$ cat config.mk
export PLATFORM = sky130hd
export DESIGN_NAME = and_or_nand_nor3
export DESIGN_NICKNAME = d
export VERILOG_FILES = /design/src/rtl/and_or_nand_nor3.sv
export SDC_FILE = /design/constraint.sdc
export NUM_CORES = 1
export LEC_CHECK = 0
export ABC_AREA = 0
export BUFFER_PORTS_ARGS = -buffer_cell sky130_fd_sc_hd__buf_2
export CORE_AREA = 2 2 39 41
export DETAILED_ROUTE_END_ITERATION = 8
export DIE_AREA = 0 0 41 43
export PLACE_DENSITY = 0.38
export SYNTH_ARGS = -nofsm -noshare
export SYNTH_HDL_FRONTEND = slang
export SYNTH_SLANG_ARGS = --single-unit
$ cat constraint.sdc
create_clock -name clk -period 1.4 [get_ports clk]
set_input_delay 0.14 -clock clk [delete_from_list [all_inputs] [get_ports clk]]
set_output_delay 0.14 -clock clk [all_outputs]
set_load 0.02 [all_outputs]
$ cat src/rtl/and_or_nand_nor3.sv
// Registered three-input AND/OR/NAND/NOR gate bank, evaluated bitwise over WIDTH lanes.
// All outputs come straight from flops, so no input reaches an output combinationally.
module and_or_nand_nor3 #(
    parameter int WIDTH = 1
) (
    input  logic             clk,
    input  logic             rst,
    input  logic             in_valid,
    input  logic [WIDTH-1:0] a,
    input  logic [WIDTH-1:0] b,
    input  logic [WIDTH-1:0] c,
    output logic             out_valid,
    output logic [WIDTH-1:0] d,
    output logic [WIDTH-1:0] e,
    output logic [WIDTH-1:0] f,
    output logic [WIDTH-1:0] g
);

    // Handshake: a/b/c are taken on any rising edge with in_valid=1 (no backpressure);
    // out_valid is high for exactly the following cycle, and d/e/f/g hold otherwise.
    logic [WIDTH-1:0] and_next;
    logic [WIDTH-1:0] or_next;

    always_comb begin
        and_next = a & b & c;
        or_next  = a | b | c;
    end

    // NAND/NOR get their own flops so every output is a direct register output.
    always_ff @(posedge clk) begin
        if (rst) begin
            out_valid <= 1'b0;
            d         <= '0;
            e         <= '0;
            f         <= '1;
            g         <= '1;
        end else begin
            out_valid <= in_valid;
            if (in_valid) begin
                d <= and_next;
                e <= or_next;
                f <= ~and_next;
                g <= ~or_next;
            end
        end
    end

endmodule

==> metrics.txt <==
FF+latch area 100 um2; H-tree levels 1; mux cell area share after synthesis 0%; CTS tree built; vias post-DR 158; Synth Area in Simple Gates 30.6%; max-slew violation count 0; post-CTS sizing 0; drt wl/cell 8.89 um; leakage 0.125 nW; Slew HR 86.0%; Synth Area in Adders 0%; crit path buf inv count 1; area grow syn2layout 53.5%; syn_nets 22; placed cells 42; Root Buffer clkbuf_4; initial antenna violation count 0; fin area 277 um2; global-route wire length before repair 648 um; Non-Filler Instances 46; post-route minimum period 0.870 ns; critical path arrival 0.73 ns; Clock transition at path regs 0.04 ns; TritonCTS buffer count 3; Core Area 1380 um2; number of routed nets with antenna violations 0; Crit. End Element output port; Die H 43 um; critical path's top delay family flip-flops; Placer Congestion 0.642; total power draw 0.359 mW; slowest stage cell, crit path dfxtp_1; synthesized area per cell 11.3 um2; GRT Resource Usage Total 6.33%; DRC 0; Reg2Reg Setup Slack 0.61 ns; Cell Chain, Critical Path buf_2; number of fill cells in the layout 152; Rows 14; largest net degree at the start of global routing 7; Seq cells post-synth 5; Max-Cap Viols 0; most area-consuming cells after synthesis dfxtp_1 56%, nor4b_4 13%, a211o_1 4.9%; DR vias/cell 3.43; Post-CTS Repair Setup Buffers 0; CP Max Fanout 2; Diodes inserted 0; Post-Syn Area 180 um2; Post-Synthesis Cells 16; worst stage delay on the critical path 0.32 ns; Crit Path Class flop to output port; placed inst area 250 um2; Yosys Warn Count 0; hold_buf cts 0; power per cell area 1300 nW/um2; CTS sink cnt 5; largest family of logic cells by synthesized area simple AND/OR/NAND/NOR gates; Yosys top cell by area dfxtp_1; sequential area share after synthesis 55.6%; hpwl dp 316 um; die area 1760 um2; WL final 409 um; count of final hold-check violations 0; Hold/Removal Path Class primary input to flop; area occupied by multi-input gates 76.3 um2; Die Wd 41 um; Longest Clk Path Bufs 2; Critical Path RT 1.26 ns; # setup viols final 0; share of cells above drive strength 1 46.7%; number of DRC markers in iteration 0 10; startpoint type of the worst setup path flop; vias in the first global route 162; post-synthesis xor/xnor area fraction 0%; post-synth top area share 55.6%; Distinct cells, synth 11; f_max 1.15 GHz; actual slew at the worst max-slew pin 0.209 ns; status finished clean; nets 37; final period utilization 62.2%; Initial DRT Pass Iterations 3; worst-skew pair later-pin latency 0.24 ns; IO buf count 10; TNS Setup 0 ns; I/O pins 11; Initial Utilization 13.0%; maximum vdd drop 0.506 mV; Layout Skew 0 ns; RSZ-0062 raised after global routing no; post-synthesis compound-gate area fraction 11.8%; GRT overflow 0
cell families (layout without fill, tap and decap cells):
kind of cell,Yosys count,after routing
AO/OA/AOI/OAI,3,3
buffers and inverters,1,15
AND/OR/NAND/NOR,7,7
flip-flops,5,5
cells in the mapped netlist:
master / instances
or2_1: 1
a21oi_1: 1
nand2b_1: 1
nor3_1: 1
a211o_1: 1
dfxtp_1: 5
nor2_1: 2
nand4_1: 1
a21o_1: 1
inv_1: 1
nor4b_4: 1
metrics by stage:
stage | hold WS, ns | util (%) | worst slack [ns]
after floorplan | 0.207 | - | 0.559
after global placement | 0.363 | 18.1 | 0.638
after detailed placement | 0.364 | 18.1 | 0.599
after CTS | 0.107 | 20.0 | 0.514
after global routing | 0.116 | 20.0 | 0.483
final | 0.113 | 20.0 | 0.530
power breakdown:
part / total, mW / leakage [nW] / internal, mW / switching, mW
clock network: 0.164 / 0.0150 / 0.108 / 0.0567
registers: 0.153 / 0.0414 / 0.150 / 0.00298
logic: 0.0414 / 0.0688 / 0.0170 / 0.0245
total: 0.359 / 0.125 / 0.275 / 0.0841
state kept, by name (all words and copies together), names as in the netlist:
register and flops:
d 1, e 1, f 1, g 1
out_valid 1
layer usage:
| layer | track usage [%] | vias to the layer above | share of wire, % |
|---|---|---|---|
| met2 | 5.63 | 13 | 27 |
| met3 | 9.42 | 0 | 24 |
| li1 | - | 83 | - |
| met1 | 6.77 | 62 | 49 |
| met4 | 4.00 | 0 | 0 |
| met5 | 0 | - | 0 |
final timing paths:
kind	start	end	cells after the start
worst max-delay path	e	e	1
worst min-delay path	rst	out_valid	2
worst max register to register	f	f	2
worst min register to register	d	d	2
placed cells by master (no fill, tap or decap), drive strengths merged:
master and n:
a21o 1, or2 1, inv 1, clkbuf 4
a211o 1, nor3 1, nor4b 1, buf 10
dfxtp 5, nor2 2, a21oi 1, nand2b 1
nand4 1
cell type report:
type	instances	area share [%]
clock buffer	4	9.50
inverter	1	1.36
multi-input combinational	10	27.6
sequential	5	36.2
tap	16	7.24
timing repair buffer	10	18.1
Power figures use the tool's default switching activity.
